### src/rtl/mem_req_master_pkg.sv
// Shared defaults, FSM state type and count-width helper for the memory request master.
package mem_req_master_pkg;

  localparam int AW_DEF        = 4;
  localparam int DW_DEF        = 8;
  localparam int RSP_DEPTH_DEF = 4;
  localparam int CNT_W         = $clog2(RSP_DEPTH_DEF + 1);

  typedef enum logic {
    ST_INIT,
    ST_RUN
  } state_e;

  function automatic int cnt_width(input int depth);
    return $clog2(depth + 1);
  endfunction

endpackage

### src/rtl/mem_req_master_rsp_fifo.sv
// Synchronous response FIFO; push and pop may coincide at any occupancy.
module rsp_fifo #(
  parameter int DW    = 8,
  parameter int DEPTH = 4,
  localparam int CW   = $clog2(DEPTH + 1)
) (
  input  logic          clk,
  input  logic          rst_n,
  input  logic          push,
  input  logic [DW-1:0] push_data,
  input  logic          pop,
  output logic [DW-1:0] pop_data,
  output logic [CW-1:0] count
);

  localparam int PW = (DEPTH > 1) ? $clog2(DEPTH) : 1;

  logic [DW-1:0] mem_q [DEPTH];
  logic [DW-1:0] mem_d [DEPTH];
  logic [PW-1:0] wr_ptr_q, wr_ptr_d;
  logic [PW-1:0] rd_ptr_q, rd_ptr_d;
  logic [CW-1:0] count_q, count_d;

  // Explicit wrap so non-power-of-two depths stay in range.
  function automatic logic [PW-1:0] ptr_next(input logic [PW-1:0] p);
    return (p == PW'(DEPTH - 1)) ? '0 : p + PW'(1);
  endfunction

  always_comb begin
    mem_d    = mem_q;
    wr_ptr_d = wr_ptr_q;
    rd_ptr_d = rd_ptr_q;
    if (push) begin
      mem_d[wr_ptr_q] = push_data;
      wr_ptr_d        = ptr_next(wr_ptr_q);
    end
    if (pop) begin
      rd_ptr_d = ptr_next(rd_ptr_q);
    end
    count_d = count_q + CW'(push) - CW'(pop);
  end

  always_ff @(posedge clk or negedge rst_n) begin
    if (!rst_n) begin
      for (int i = 0; i < DEPTH; i++) mem_q[i] <= '0;
      wr_ptr_q <= '0;
      rd_ptr_q <= '0;
      count_q  <= '0;
    end else begin
      mem_q    <= mem_d;
      wr_ptr_q <= wr_ptr_d;
      rd_ptr_q <= rd_ptr_d;
      count_q  <= count_d;
    end
  end

  assign pop_data = mem_q[rd_ptr_q];
  assign count    = count_q;

endmodule

### src/rtl/mem_req_master.sv
// Initiator for a two-port synchronous memory: optional zero-fill sweep after reset,
// then valid/ready commands in and in-order read responses out.
module mem_req_master
  import mem_req_master_pkg::*;
#(
  parameter int AW        = AW_DEF,
  parameter int DW        = DW_DEF,
  parameter int RSP_DEPTH = RSP_DEPTH_DEF,
  parameter bit INIT_EN   = 1'b1
) (
  input  logic          clk,
  input  logic          rst_n,
  input  logic          cmd_valid,
  output logic          cmd_ready,
  input  logic          cmd_write,
  input  logic [AW-1:0] cmd_addr,
  input  logic [DW-1:0] cmd_wdata,
  output logic          rsp_valid,
  input  logic          rsp_ready,
  output logic [DW-1:0] rsp_data,
  output logic          init_done,
  output logic [AW-1:0] mem_waddr,
  output logic [AW-1:0] mem_raddr,
  output logic          mem_wren,
  output logic          mem_rden,
  output logic [DW-1:0] mem_wdata,
  input  logic [DW-1:0] mem_rdata
);

  // Both channels use the same handshake: a transfer happens at a posedge where
  // valid && ready; valid never waits on ready, and ready never looks at valid.

  localparam int CW = cnt_width(RSP_DEPTH);

  state_e        state_q, state_d;
  logic [AW-1:0] sweep_q, sweep_d;
  logic          init_done_q, init_done_d;
  logic          mem_wren_q, mem_wren_d;
  logic          mem_rden_q, mem_rden_d;
  logic [AW-1:0] mem_waddr_q, mem_waddr_d;
  logic [AW-1:0] mem_raddr_q, mem_raddr_d;
  logic [DW-1:0] mem_wdata_q, mem_wdata_d;
  logic          s1_q, s1_d;
  logic          s2_q, s2_d;

  logic [CW-1:0] fifo_count;
  logic          cmd_accept;
  logic          rsp_pop;

  // Reads in s1/s2 already own a FIFO slot, so credits count them too.
  assign cmd_ready  = (state_q == ST_RUN) && init_done_q &&
                      ((int'(fifo_count) + int'(s1_q) + int'(s2_q)) < RSP_DEPTH);
  assign cmd_accept = cmd_valid && cmd_ready;
  assign rsp_valid  = (fifo_count != '0);
  assign rsp_pop    = rsp_valid && rsp_ready;

  always_comb begin
    state_d     = state_q;
    sweep_d     = sweep_q;
    init_done_d = init_done_q;
    mem_wren_d  = 1'b0;
    mem_rden_d  = 1'b0;
    mem_waddr_d = mem_waddr_q;
    mem_raddr_d = mem_raddr_q;
    mem_wdata_d = mem_wdata_q;
    s1_d        = 1'b0;
    s2_d        = s1_q;
    case (state_q)
      ST_INIT: begin
        mem_wren_d  = 1'b1;
        mem_waddr_d = sweep_q;
        mem_wdata_d = '0;
        sweep_d     = sweep_q + AW'(1);
        if (sweep_q == {AW{1'b1}}) begin
          state_d     = ST_RUN;
          init_done_d = 1'b1;
        end
      end
      ST_RUN: begin
        init_done_d = 1'b1;
        if (cmd_accept) begin
          if (cmd_write) begin
            mem_wren_d  = 1'b1;
            mem_waddr_d = cmd_addr;
            mem_wdata_d = cmd_wdata;
          end else begin
            mem_rden_d  = 1'b1;
            mem_raddr_d = cmd_addr;
            s1_d        = 1'b1;
          end
        end
      end
      default: state_d = ST_RUN;
    endcase
  end

  always_ff @(posedge clk or negedge rst_n) begin
    if (!rst_n) begin
      state_q     <= INIT_EN ? ST_INIT : ST_RUN;
      sweep_q     <= '0;
      init_done_q <= 1'b0;
      mem_wren_q  <= 1'b0;
      mem_rden_q  <= 1'b0;
      mem_waddr_q <= '0;
      mem_raddr_q <= '0;
      mem_wdata_q <= '0;
      s1_q        <= 1'b0;
      s2_q        <= 1'b0;
    end else begin
      state_q     <= state_d;
      sweep_q     <= sweep_d;
      init_done_q <= init_done_d;
      mem_wren_q  <= mem_wren_d;
      mem_rden_q  <= mem_rden_d;
      mem_waddr_q <= mem_waddr_d;
      mem_raddr_q <= mem_raddr_d;
      mem_wdata_q <= mem_wdata_d;
      s1_q        <= s1_d;
      s2_q        <= s2_d;
    end
  end

  // s2 marks the cycle in which mem_rdata holds the data for the oldest read.
  rsp_fifo #(
    .DW    (DW),
    .DEPTH (RSP_DEPTH)
  ) u_rsp_fifo (
    .clk       (clk),
    .rst_n     (rst_n),
    .push      (s2_q),
    .push_data (mem_rdata),
    .pop       (rsp_pop),
    .pop_data  (rsp_data),
    .count     (fifo_count)
  );

  assign init_done = init_done_q;
  assign mem_wren  = mem_wren_q;
  assign mem_rden  = mem_rden_q;
  assign mem_waddr = mem_waddr_q;
  assign mem_raddr = mem_raddr_q;
  assign mem_wdata = mem_wdata_q;

endmodule

### config.mk
export PLATFORM = sky130hd
export DESIGN_NAME = mem_req_master
export DESIGN_NICKNAME = d
export VERILOG_FILES = /design/src/rtl/mem_req_master_pkg.sv /design/src/rtl/mem_req_master_rsp_fifo.sv /design/src/rtl/mem_req_master.sv
export SDC_FILE = /design/constraint.sdc
export NUM_CORES = 1
export LEC_CHECK = 0
export BUFFER_PORTS_ARGS = -buffer_cell sky130_fd_sc_hd__buf_2
export CORE_ASPECT_RATIO = 1.75
export CORE_MARGIN = 2
export CORE_UTILIZATION = 35
export CTS_CLUSTER_SIZE = 10
export DETAILED_ROUTE_END_ITERATION = 8
export PLACE_DENSITY = 0.5
export RECOVER_POWER = 100
export SYNTH_ARGS = -nofsm -noshare
export SYNTH_HDL_FRONTEND = slang
export SYNTH_SLANG_ARGS = --single-unit
export TNS_END_PERCENT = 100
### constraint.sdc
create_clock -name clk -period 2.24 [get_ports clk]
set_input_delay 0.448 -clock clk [delete_from_list [all_inputs] [get_ports clk]]
set_output_delay 0.448 -clock clk [all_outputs]
set_load 0.1 [all_outputs]
==> out/results.ini <==
[setup_path]
required_ns=1.79
path_buf_inv=2
cp_max_fo=8
critPathKind=flop to output port
slowest_delay_ns=0.50
worstPathArrival_ns=1.74
endpoint_kind=output port
cp_slowest_cell=mux4_2
crit_chain=buf_12 > mux4_2 > buf_2
crit_family=multiplexers
startpoint_type=flop

[global_routing]
grt_pass1_wl_mm=11.1
antenna_found_initial=0
gr-usage-all-layers=0.160
grt_pass1_vias=2178
overflow=0
grt_max_degree=27

[logic_synthesis]
syn_nets=254
yosysWarnings=0
synth_seq_cells=64
ys_types=32
synth_edf_count=0
ys_seq_area_frac=0.549
synthCells=218
synthesis.area_sq_mm=0.00292
ys.flop_type=dfrtp_1
avgSynthCellArea_sq_um=13.4
postSynth.asyncResetShare=1.00

[sta]
rsz0062_at_grt=false
setup_viol=0
period_minus_slack_ns=2.18
fmax_ghz=0.458
fin_skew_ns=0.00349
min_period_over_period=0.975
max-slew-margin-rel=0.224
layout_setup_ws_ns=0.0564
slew_viol_final=0
finalHoldViolations=0
worstMarginPinSlew_ns=1.17

[detailed_routing]
routedWlPerCell_microns=16.7
drtPass1Iterations=4
routed_via_density=5.26
first_iter_violations=80
ant_nets=0
drt_drc_violations_left=0
routed_wl_mm=6.35
num_vias=1997

[cts]
cts_tree=yes
clock_sinks=64
root_buffer=clkbuf_16
cts_buffer_depth=2
clkLatencyLatePin_ns=0.33
cts-buffers-inserted=9
clkTransAtPathRegs_ns=0.05
cts_hold_buffers=0
cts.htree.levels=3

[die]
io_pins=54
rows=44
die_h_microns=125
die_area_sq_mm=0.00911
dieWidth_microns=73.0
start_util=0.356
core_sq_mm=0.00820

[place]
dp_hpwl_mm=4.60
port_buffers=53
gp_congestion=0.719
dp_slack_ns=0.0990
dpl.cell_count=359

[layout]
multi_input_area_sq_mm=0.00131
post-route-util=0.454
nets=319
drive_gt1_frac=0.458
area_growth_pct=27.5
regArea_sq_mm=0.00161
final_cell_mix=dfrtp_1, mux2_2, buf_2, clkbuf_1, clkbuf_2
final_common_cell=dfrtp_1
stdcell_count=380
fill_cells=771
antenna_cells=0

[run_status]
status=completed

[hold_path]
holdCritPathClass=input pin to asynchronous set/reset pin

[job]
maxCapViolCount=0

==> cell type report <==
type,instances,share of cell area
flip-flops and latches,64,0.432
multi-input cells,135,0.352
repair buffers,65,0.0962
clock buffers,13,0.0699
well taps,92,0.0309
clock inverters,3,0.0108
inverters,8,0.00807
==> path summary, 6_finish.rpt <==
kind / from / endpoint / slack [ns] / cells after the start
worst max-delay path: u_rsp_fifo.rd_ptr_q[0] / rsp_data[5] / 0.06 / 3
worst min-delay path: rst_n / u_rsp_fifo.mem_q[17] / 0.33 / 1
worst max register to register: u_rsp_fifo.count[2] / u_rsp_fifo.count[2] / 0.11 / 10
worst min register to register: s1_q / s2_q / 0.47 / 0
max in group asynchronous: rst_n / mem_wren / 0.63 / 2
min in group clk: cmd_wdata[7] / mem_wdata[7] / 0.37 / 3
==> routing by layer <==
metal	vias up	wire, microns	track usage
li1	931	-	-
met4	0	166	0.0784
met1	989	2410	0.183
met5	-	0	0
met2	62	3490	0.269
met3	15	276	0.0388
==> through the flow <==
| stage | TNS [ns] | instance area (sq um) | hold WS, ns |
|---|---|---|---|
| after floorplan | -0.201 | 3010 | 0.152 |
| after global placement | 0 | 3430 | 0.460 |
| after detailed placement | 0 | 3430 | 0.457 |
| after CTS | 0 | 3750 | 0.116 |
| after global routing | 0 | 3720 | 0.372 |
| final | 0 | 3720 | 0.333 |
==> state kept, by name, indices dropped and copies added (netlist names), 2 cells and up <==
signal               flops
u_rsp_fifo.count         3
u_rsp_fifo.mem_q        32
u_rsp_fifo.wr_ptr_q      2
mem_raddr                4
mem_waddr                4
u_rsp_fifo.rd_ptr_q      2
sweep_q                  4
mem_wdata                8
==> synthesized netlist by cell type, drive strengths merged, types with 6 or more instances <==
master / n / area [sq um]
dfrtp: 64 / 1600
mux2: 38 / 428
nand4: 12 / 75.1
o31ai: 12 / 90.1
nand2: 11 / 41.3
ha: 10 / 125
a21oi: 9 / 48.8
clkbuf: 8 / 30.0
inv: 8 / 30.0
mux4: 8 / 180
nor2: 6 / 22.5
==> timing repair <==
action,4_1_cts,5_1_grt
gates resized for setup,0,3
pin swaps,2,2
setup endpoints to repair,1,4
setup buffers,3,2
==> logic make-up (layout without fill, tap and decap cells) <==
| kind of cell | Yosys count | count (layout) | synth area share |
|---|---|---|---|
| flops | 64 | 64 | 0.549 |
| mux | 46 | 46 | 0.208 |
| simple gates | 44 | 44 | 0.0853 |
| compound gates | 30 | 30 | 0.0703 |
| buf+inv | 19 | 89 | 0.0253 |
| fa+ha+maj | 11 | 11 | 0.0497 |
| xor+xnor | 4 | 4 | 0.0120 |
Power is left out: the tool's default activity adds up to more than one toggle a clock period on the data nets, which glitch-free logic cannot reach.
